--- src/rtl/rv_id_ex_reg.sv ---
// ID/EX pipeline register with load-use hazard detection.
// Define RV_IDEX_PERF_EN to add the bubble_cnt hazard-bubble performance counter.
module rv_id_ex_reg #(
    parameter int unsigned XLEN = 64
) (
    input  logic            clk,
    input  logic            rst,
    input  logic            id_valid,
    input  logic [XLEN-1:0] id_pc,
    input  logic [XLEN-1:0] id_rs1_data,
    input  logic [XLEN-1:0] id_rs2_data,
    input  logic [XLEN-1:0] id_imm,
    input  logic [4:0]      id_rs1,
    input  logic [4:0]      id_rs2,
    input  logic [4:0]      id_rd,
    input  logic [3:0]      id_funct,
    input  logic [1:0]      id_alu_op,
    input  logic            id_alusrc,
    input  logic            id_memtoreg,
    input  logic            id_regwrite,
    input  logic            id_memread,
    input  logic            id_memwrite,
    input  logic            id_branch,
    input  logic            ext_stall,
    input  logic            flush,
    output logic            ex_valid,
    output logic [XLEN-1:0] ex_pc,
    output logic [XLEN-1:0] ex_rs1_data,
    output logic [XLEN-1:0] ex_rs2_data,
    output logic [XLEN-1:0] ex_imm,
    output logic [4:0]      ex_rs1,
    output logic [4:0]      ex_rs2,
    output logic [4:0]      ex_rd,
    output logic [3:0]      ex_funct,
    output logic [1:0]      ex_alu_op,
    output logic            ex_alusrc,
    output logic            ex_memtoreg,
    output logic            ex_regwrite,
    output logic            ex_memread,
    output logic            ex_memwrite,
    output logic            ex_branch,
`ifdef RV_IDEX_PERF_EN
    output logic [31:0]     bubble_cnt,
`endif
    output logic            hazard_stall
);

    logic bubble;
    logic kill_ctrl;

    // rs2 is compared for every format; a spurious stall is harmless.
    assign hazard_stall = ex_valid & ex_memread & (ex_rd != 5'd0) & id_valid &
                          ((ex_rd == id_rs1) | (ex_rd == id_rs2));

    assign bubble    = flush | hazard_stall;
    assign kill_ctrl = bubble | ~id_valid;

    always_ff @(posedge clk) begin
        if (rst) begin
            ex_valid    <= 1'b0;
            ex_pc       <= '0;
            ex_rs1_data <= '0;
            ex_rs2_data <= '0;
            ex_imm      <= '0;
            ex_rs1      <= 5'd0;
            ex_rs2      <= 5'd0;
            ex_rd       <= 5'd0;
            ex_funct    <= 4'd0;
            ex_alu_op   <= 2'd0;
            ex_alusrc   <= 1'b0;
            ex_memtoreg <= 1'b0;
            ex_regwrite <= 1'b0;
            ex_memread  <= 1'b0;
            ex_memwrite <= 1'b0;
            ex_branch   <= 1'b0;
        end else if (!ext_stall) begin
            // Data and index fields load even for a bubble; only control is squashed.
            ex_pc       <= id_pc;
            ex_rs1_data <= id_rs1_data;
            ex_rs2_data <= id_rs2_data;
            ex_imm      <= id_imm;
            ex_rs1      <= id_rs1;
            ex_rs2      <= id_rs2;
            ex_rd       <= id_rd;
            ex_funct    <= id_funct;
            ex_valid    <= id_valid & ~bubble;
            ex_alu_op   <= kill_ctrl ? 2'd0 : id_alu_op;
            ex_alusrc   <= id_alusrc   & ~kill_ctrl;
            ex_memtoreg <= id_memtoreg & ~kill_ctrl;
            ex_regwrite <= id_regwrite & ~kill_ctrl;
            ex_memread  <= id_memread  & ~kill_ctrl;
            ex_memwrite <= id_memwrite & ~kill_ctrl;
            ex_branch   <= id_branch   & ~kill_ctrl;
        end
    end

`ifdef RV_IDEX_PERF_EN
    // Counts hazard bubbles only; a coincident flush claims the bubble.
    always_ff @(posedge clk) begin
        if (rst) begin
            bubble_cnt <= 32'd0;
        end else if (!ext_stall && !flush && hazard_stall && (bubble_cnt != 32'hFFFF_FFFF)) begin
            bubble_cnt <= bubble_cnt + 32'd1;
        end
    end
`endif

endmodule

--- config.mk ---
export PLATFORM = sky130hd
export DESIGN_NAME = rv_id_ex_reg
export DESIGN_NICKNAME = d
export VERILOG_FILES = /design/src/rtl/rv_id_ex_reg.sv
export SDC_FILE = /design/constraint.sdc
export NUM_CORES = 1
export LEC_CHECK = 0
export ABC_CLOCK_PERIOD_IN_PS = 1400
export BUFFER_PORTS_ARGS = -buffer_cell sky130_fd_sc_hd__clkbuf_2
export CAP_MARGIN = 20
export CORE_AREA = 4 4 220 222
export DETAILED_ROUTE_END_ITERATION = 7
export DIE_AREA = 0 0 224 226
export PLACE_DENSITY_LB_ADDON = 0.15
export SLEW_MARGIN = 20
export SYNTH_ARGS = -nofsm -noshare
export SYNTH_HDL_FRONTEND = slang
export SYNTH_SLANG_ARGS = --single-unit
--- constraint.sdc ---
create_clock -name clk -period 1.4 [get_ports clk]
set_input_delay 0.07 -clock clk [delete_from_list [all_inputs] [get_ports clk]]
set_output_delay 0.07 -clock clk [all_outputs]
set_load 0.01 [all_outputs]
==> flow_summary_export.csv, run 1 <==
group,metric,value,unit
timing,slew_violations,0,
clock_network,cts_buffer_depth,3,
logic_synthesis,synth_edf_count,0,
global_routing,grt.total_usage,14.5,%
die,die-area,0.0506,mm²
logic_synthesis,netlist.area_leader.share,55.8,%
timing,period_share,146,%
logic_synthesis,synth_commonest_cells,"dfxtp_1, mux2i_1, nor2_1, buf_2, clkbuf_1",
clock_network,cts-buffers-inserted,36,
worst_hold_path,min_to,"ex_rd[4]",
timing,rsz0062_at_grt,"yes",
drt,drc,0,
layout,utilization,39.0,%
worst_hold_path,min_from,"ext_stall",
layout,drive_gt1_share,35.9,%
global_routing,antenna_found_initial,0,
placed_design,dp_hpwl,27.9,mm
logic_synthesis,synth.distinct_cells,23,
timing,setup_viol,10,
logic_synthesis,yosys_warnings,0,
drt,vias_per_cell,4.03,
global_routing,grt_overflow,0,
logic_synthesis,yosysSeqAreaShare,55.8,%
global_routing,use_met3,4.26,%
global_routing,use_met2,25.7,%
clock_network,tritoncts,"built",
setup_path,r2r_slack,-0.28,ns
layout,nets,2122,
run,cap_violations,0,
clock_network,cts_root_buf,"clkbuf_16",
worst_hold_path,hold_depth,4,
status,violations,"negative setup slack",
drt,drt_wl_total,38.4,mm
timing,worst_slack,-0.640,ns
setup_path,worst-r2r-cell-count,7,
die,rows,79,
die,die_x,224,µm
setup_path,reg2reg_from,"ex_rd[0]",
setup_path,cp-start-kind,"flop",
logic_synthesis,syn_inst,956,
global_routing,grt_pass1_wl,58.9,mm
drt,via_count,9956,
status,status,"finished with violations",
power_and_ir_drop,ir_drop,0.000771,V
layout,fin_area,0.0181,mm²
drt,ant_nets,0,
timing,timing.clock.skew,0.0149,ns
logic_synthesis,yosysMostFrequentCell,"dfxtp_1",
setup_path,setup.worst_path.class,"reg2out",
global_routing,grt_pass1_vias,10665,
setup_path,crit_arrival,1.97,ns
logic_synthesis,syn_nets,1244,
power_and_ir_drop,power_density,1150,mW/mm²
setup_path,crit_family,"simple AND/OR/NAND/NOR gates",
timing,hold_viol,0,
die,ioPinCount,573,
die,die_h,226,µm
drt,firstDrtPassIters,5,
logic_synthesis,async_reset_ff_share,0,%
clock_network,cts.clk_slew.worst_paths,0.06,ns
logic_synthesis,avgSynthCellArea,10.7,µm²
setup_path,path_cells,"or4_4 > o2111ai_4 > and2b_2 > clkbuf_2",
layout,antennaDiodeCount,0,
clock_network,htree_levels,2,
setup_path,r2r-end,"ex_memwrite",
logic_synthesis,yosys_register_bits,284,
logic_synthesis,synth_area_leaders,"dfxtp_1, mux2i_1, nor2_1",
drt,drtIter0Drc,299,
logic_synthesis,netlist_area,0.0102,mm²
placed_design,gp_congestion,0.802,
timing,max_freq,0.490,GHz
placed_design,portBuffers,572,
global_routing,busiest_layer,"met2",
setup_path,cpMaxStageDelayCell,"or4_4",
global_routing,met1_usage,16.1,%
timing,tightest_slew,0.568,ns
setup_path,required,1.33,ns
clock_network,clock_sinks,284,
timing,slew_headroom,62.1,%
die,core,0.0464,mm²
die,initial_core_util,22.0,%
power_and_ir_drop,power_leakage,9.06,nW
setup_path,critical_path_buf_inv_count,1,
layout,areaGrowthSynthToFinish,77.7,%
setup_path,cpPeakStageDelay,0.54,ns
clock_network,clock_latency,0.53,ns
timing,post-route-min-period,2.04,ns
logic_synthesis,synth_flop_cell,"dfxtp_1",
worst_hold_path,holdCritPathClass,"in2reg",
placed_design,placed_area,0.0140,mm²
drt,wl_per_cell,15.6,µm
setup_path,crit_fanout,2,
setup_path,endpoint_kind,"primary output",
global_routing,grt_max_degree,83,
logic_synthesis,synth_area_leader_cell,"dfxtp_1",
[how the worst max path moves through the flow]
stage,from,end,cells past startpoint
after detailed placement,ex_rd[0],ex_alu_op[1],5
after floorplan,ex_rd[0],hazard_stall,3
after CTS,ex_rd[0],hazard_stall,4
after global placement,ex_rd[0],ex_branch,5
final,ex_rd[0],hazard_stall,4
after global routing,ex_rd[0],hazard_stall,4
[stage by stage]
stage / setup TNS (ns) / instances / setup slack, ns / power [mW] / hold slack (ns)
floorplan: -0.486 / 956 / -0.134 / 10.2 / 0.214
global placement: -1.27 / 2106 / -0.154 / 11.5 / 0.299
detailed placement: -1.39 / 2106 / -0.158 / 11.6 / 0.307
CTS: -2.74 / 2467 / -0.703 / 21.3 / 0.0470
global route: -3.73 / 2468 / -0.730 / 21.9 / 0.0837
finish: -3.01 / 2468 / -0.640 / 20.9 / 0.0885
[layout make-up]
cell class	count	area, µm²
clock inverter	4	37.5
tap	607	759
timing repair buffer	906	6300
fill	4665	28300
clock buffer	61	1100
multi-input combinational	606	4220
sequential	284	5690
[worst register-to-register path: cells and delay by family (launching register included)]
family	cells	cell delay (ns)
AOI/OAI and AO/OA	3	0.38
DFF	1	0.32
buffers and inverters	3	0.36
and+or+nand+nor	1	0.54
[routing by layer]
layer  up-vias  share of wire (%)
li1       4955                  -
met1      4542                 38
met2       365                 50
met3        94                7.4
met4         0                4.1
met5         -                  0
[sequential cells by signal (all words and copies together) (netlist names)]
| name | cells |
|---|---|
| ex_memread | 1 |
| ex_rd | 5 |
| ex_branch | 1 |
| ex_valid | 1 |
| ex_rs2_data | 64 |
| ex_pc | 64 |
| ex_imm | 64 |
| ex_memwrite | 1 |
| ex_rs2 | 5 |
| ex_alu_op | 2 |
| ex_regwrite | 1 |
| ex_funct | 4 |
| ex_rs1_data | 64 |
| ex_memtoreg | 1 |
| ex_alusrc | 1 |
| ex_rs1 | 5 |
[power by group]
part | internal, mW | switching [mW] | total, mW | leakage [nW]
Sequential | 8.57 | 0.256 | 8.83 | 2.35
Combinational | 1.73 | 1.47 | 3.20 | 6.17
Clock | 5.33 | 3.51 | 8.84 | 0.547
[cell families after synthesis]
logic type,share of synthesized area [%]
buf+inv,2.80
simple gates,11.9
flops,55.8
xor+xnor,0.860
compound gates,1.56
mux,27.0
[repair_timing]
action,4_1_cts,5_1_grt
pin swaps,1,0
hold buffers,295,0
endpoints found under the setup margin,10,10
buffers inserted,1,1
resized for setup,0,10
endpoints found under the hold margin,284,0
[placed cells by master, fill, tap and decap left out]
cell,instances
clkbuf_2,570
dlygate4sd3_1,295
dfxtp_1,282
mux2i_1,275
nor2_1,275
clkbuf_16,38
buf_4,24
clkbuf_1,17
buf_12,13
xnor2_1,10
nor3b_1,9
nand3b_1,8
a22oi_1,8
o21ai_1,8
clkbuf_8,7
nand3_1,2
nand2_1,2
dfxtp_2,2
buf_6,2
or4_4,1
o2111ai_4,1
o22ai_2,1
and2b_2,1
nor2b_1,1
or3b_2,1
a21oi_2,1
a21oi_1,1
a211oi_2,1
clkinv_2,1
clkinvlp_4,1
clkinv_8,1
clkinv_4,1
buf_8,1
Note: power is estimated with default switching activity, not from simulation.
==> run 2, diff against run 1 <==
Settings changed: CORE_AREA 4 4 220 222 to 10 10 214 216, GPL_ROUTABILITY_DRIVEN from default to 0.
==> flow_summary_export.csv, run 2 (synthesis gave the netlist of run 1 again) <==
group,metric,value,unit
status,status,"finished with violations",
status,violations,"negative setup slack",
clock_network,clock_sinks,284,
layout,regArea,0.00569,mm²
timing,worst_slack,-0.635,ns
layout,fillers,4016,
placed_design,placed_area,0.0138,mm²
die,die_h,226,µm
timing,whs,0.0425,ns
placed_design,pre_cts_ws,-0.120,ns
drt,drc,0,
clock_network,clock_latency,0.53,ns
timing,fin_setup_tns,-2.83,ns
drt,wl_per_cell,17.5,µm
timing,slew_headroom,60.7,%
drt,vias_per_cell,4.17,
die,initial_core_util,24.5,%
power_and_ir_drop,power_density,1160,mW/mm²
layout,mostFrequentLayoutCell,"clkbuf_2",
global_routing,grt_pass1_wl,63.4,mm
worst_hold_path,hold_depth,3,
global_routing,grt_pass1_vias,10793,
drt,drtIter0Drc,408,
layout,utilization,43.4,%
layout,fin_area,0.0181,mm²
drt,ant_nets,0,
timing,slew_violations,0,
setup_path,required,1.33,ns
setup_path,setup.worst_path.class,"reg2out",
clock_network,cts.clk_slew.worst_paths,0.06,ns
clock_network,tritoncts,"built",
layout,drive_gt1_share,35.8,%
worst_hold_path,holdCritPathClass,"in2reg",
die,die_x,224,µm
layout,areaGrowthSynthToFinish,77.3,%
run,cap_violations,0,
placed_design,dp_cells,2035,
power_and_ir_drop,power_leakage,9.11,nW
drt,firstDrtPassIters,4,
timing,rsz0062_at_grt,"yes",
timing,setup_viol,10,
global_routing,antenna_found_initial,2,
setup_path,cp-start-kind,"flop",
clock_network,cts_root_buf,"clkbuf_16",
die,core,0.0416,mm²
die,rows,75,
drt,drt_wl_total,42.1,mm
die,die-area,0.0506,mm²
power_and_ir_drop,ir_drop,0.000903,V
global_routing,grt_overflow,0,
timing,tightest_slew,0.589,ns
placed_design,dp_hpwl,31.4,mm
setup_path,endpoint_kind,"primary output",
timing,timing.clock.skew,0.0135,ns
clock_network,cts-buffers-inserted,34,
setup_path,crit_fanout,2,
setup_path,crit_arrival,1.97,ns
clock_network,cts_buffer_depth,3,
timing,post-route-min-period,2.04,ns
power_and_ir_drop,power.total,20.9,mW
drt,via_count,10035,
layout,nets,2128,
setup_path,worst-r2r-cell-count,7,
clock_network,htree_levels,2,
timing,hold_viol,0,
global_routing,grt.total_usage,15.9,%
timing,period_share,145,%
layout,final_cell_mix,"clkbuf_2, dlygate4sd3_1, dfxtp_1, mux2i_1, nor2_1",
layout,multi_input_area,0.00421,mm²
placed_design,portBuffers,572,
layout,stdcell_count,2404,
die,ioPinCount,573,
global_routing,grt_max_degree,95,
timing,max_freq,0.491,GHz
==> run 2: layer usage <==
layer	global-route usage [%]	up-vias	wire (µm)
met5	0	-	0
met1	16.5	4642	16000
met2	28.8	358	21500
met4	6.38	0	1230
li1	-	4976	-
met3	5.58	59	3410
==> run 2: timing repair <==
| action | 4_1_cts | 5_1_grt |
|---|---|---|
| setup buffers | 2 | 0 |
| hold endpoints to repair | 284 | 0 |
| hold buffers | 306 | 0 |
| resized for setup | 7 | 1 |
| cloned | 0 | 0 |
| pin swaps | 1 | 0 |
| setup endpoints to repair | 10 | 10 |
==> run 2: power by group <==
part	internal, mW	leakage (nW)	switching [mW]
clock	5.38	0.551	3.42
combinational	1.74	6.21	1.51
sequential	8.57	2.35	0.258
total	15.7	9.11	5.19
==> run 2: worst paths after layout <==
check                           slack [ns]        endpoint            from
worst max-delay path                 -0.64    hazard_stall        ex_rd[0]
worst min-delay path                  0.04       ex_pc[40]             rst
worst max register to register       -0.29        ex_valid        ex_rd[0]
worst min register to register        0.49  ex_rs2_data[2]  ex_rs2_data[2]
==> run 2: layout make-up <==
type | instances | share of cell area (%)
Clock inverter | 8 | 0.541
Antenna cell | 2 | 0.0277
Multi-Input combinational cell | 606 | 23.3
Tap cell | 539 | 3.74
Timing Repair Buffer | 914 | 35.2
Sequential cell | 284 | 31.5
Clock buffer | 51 | 5.63
==> run 2: worst max-delay path: stages (launching register included) <==
cell       delay, ns
dfxtp_2         0.32
or4_4           0.54
o2111ai_4       0.20
and2b_2         0.24
clkbuf_2        0.13
==> run 3, diff against run 2 <==
Settings changed: CELL_PAD_IN_SITES_DETAIL_PLACEMENT from default to 1, CELL_PAD_IN_SITES_GLOBAL_PLACEMENT from default to 2, CORE_AREA 10 10 214 216 to default, CORE_MARGIN from default to 10, CORE_UTILIZATION from default to 23, DIE_AREA 0 0 224 226 to default.
==> flow_summary_export.csv, run 3 (synthesis gave the netlist of run 1 again) <==
group,metric,value,unit
clock_network,tritoncts,"built",
global_routing,grt_pass1_vias,11350,
worst_hold_path,min_from,"ext_stall",
setup_path,crit_path_start,"ex_rd[1]",
drt,firstDrtPassIters,4,
global_routing,grt_overflow,0,
run,cap_violations,0,
timing,post-route-min-period,2.02,ns
clock_network,cts.clk_slew.worst_paths,0.06,ns
die,core,0.0440,mm²
timing,max_freq,0.494,GHz
die,die_x,230,µm
global_routing,grt_pass1_wl,71.2,mm
setup_path,crit_arrival,1.95,ns
setup_path,endpoint_kind,"primary output",
drt,drc,0,
setup_path,cp-start-kind,"flop",
die,die_h,230,µm
global_routing,grt.total_usage,17.2,%
layout,utilization,41.1,%
die,ioPinCount,573,
layout,final_cell_mix,"clkbuf_2, dlygate4sd3_1, dfxtp_1, mux2i_1, nor2_1",
layout,fin_area,0.0181,mm²
status,violations,"negative setup slack",
placed_design,pre_cts_ws,-0.207,ns
layout,areaGrowthSynthToFinish,77.6,%
setup_path,required,1.33,ns
drt,vias_per_cell,4.16,
drt,drt_wl_total,47.2,mm
power_and_ir_drop,ir_drop,0.000658,V
layout,drive_gt1_share,36.2,%
layout,nets,2115,
drt,wl_per_cell,19.3,µm
die,rows,77,
status,status,"finished with violations",
drt,ant_nets,0,
placed_design,portBuffers,572,
clock_network,clock_latency,0.53,ns
drt,via_count,10179,
setup_path,r2r_slack,-0.32,ns
placed_design,dp_cells,2086,
worst_hold_path,holdCritPathClass,"in2reg",
setup_path,r2r-end,"ex_regwrite",
timing,slew_headroom,57.9,%
timing,timing.clock.skew,0.00382,ns
power_and_ir_drop,power_density,1200,mW/mm²
power_and_ir_drop,power_leakage,9.07,nW
timing,period_share,145,%
drt,wl_met3,3.77,mm
setup_path,worst-r2r-cell-count,8,
timing,hold_viol,0,
setup_path,crit_fanout,2,
worst_hold_path,min_to,"ex_rd[3]",
layout,mostFrequentLayoutCell,"clkbuf_2",
clock_network,cts_root_buf,"clkbuf_16",
drt,top_layer,"met4",
timing,tightest_slew,0.630,ns
setup_path,reg2reg_from,"ex_rd[1]",
drt,drtIter0Drc,341,
timing,rsz0062_at_grt,"yes",
global_routing,antenna_found_initial,3,
clock_network,cts-buffers-inserted,37,
timing,setup_viol,10,
timing,worst_slack,-0.624,ns
timing,slew_violations,0,
drt,drt-met1-wl,17.8,mm
layout,stdcell_count,2447,
die,die-area,0.0531,mm²
setup_path,setup.worst_path.class,"reg2out",
drt,wl_met2,23.8,mm
die,initial_core_util,23.1,%
clock_network,clock_sinks,284,
clock_network,htree_levels,2,
placed_design,placed_area,0.0139,mm²
global_routing,grt_max_degree,79,
clock_network,cts_buffer_depth,3,
placed_design,dp_hpwl,35.3,mm
worst_hold_path,hold_depth,4,
==> run 3: cell types whose count changed in the layout (fill, tap and decap cells not counted), sizes merged <==
cell,previous run,this run
bufinv,2,3
buf,37,35
clkinv,5,4
diode,2,3
dlygate4sd3,306,292
inv,1,2
clkbuf,622,626
==> run 3: final cells by class <==
class | instances | area, µm²
Fill cell | 5060 | 25900
Timing Repair Buffer | 898 | 6210
Sequential cell | 284 | 5690
Multi-Input combinational cell | 606 | 4210
Clock buffer | 55 | 1090
Tap cell | 592 | 741
Clock inverter | 9 | 128
Antenna cell | 3 | 7.51
==> run 3: through the flow <==
step | total power, mW | hold WS (ns) | setup TNS (ns)
6_report | 21.8 | 0.0201 | -2.89
5_1_grt | 22.9 | 0.0838 | -3.51
4_1_cts | 22.2 | 0.0115 | -2.27
3_5_place_dp | 11.6 | 0.309 | -1.34
3_3_place_gp | 11.6 | 0.300 | -1.10
2_1_floorplan | 10.2 | 0.214 | -0.486
==> run 3: per-layer routing <==
| layer | track usage (%) | vias to the layer above |
|---|---|---|
| met5 | 0 | - |
| met1 | 18.1 | 4802 |
| met2 | 30.8 | 348 |
| met3 | 5.84 | 83 |
| li1 | - | 4946 |
| met4 | 7.54 | 0 |
==> run 3: report_power, final <==
| part | internal, mW | leakage, nW | switching, mW |
|---|---|---|---|
| sequential | 8.57 | 2.35 | 0.262 |
| clock | 5.94 | 0.604 | 3.72 |
| combinational | 1.71 | 6.12 | 1.56 |
| total | 16.2 | 9.07 | 5.54 |
==> run 3: timing repair <==
item / CTS / global route
pin swaps: 2 / 0
hold buffers: 293 / 0
setup buffers: 1 / 1
endpoints found under the hold margin: 284 / 0
endpoints found under the setup margin: 10 / 11
resized for setup: 2 / 6
==> run 3: worst max-delay path by stage <==
stage	end	slack [ns]
finish	hazard_stall	-0.62
global route	hazard_stall	-0.70
CTS	hazard_stall	-0.67
detailed placement	ex_regwrite	-0.21
global placement	ex_alusrc	-0.18
floorplan	hazard_stall	-0.13
==> run 3: critical path: stages (launching register included) <==
cell       delay, ns
dfxtp_2         0.32
or4_4           0.54
o2111ai_4       0.19
and2b_2         0.25
clkbuf_2        0.13
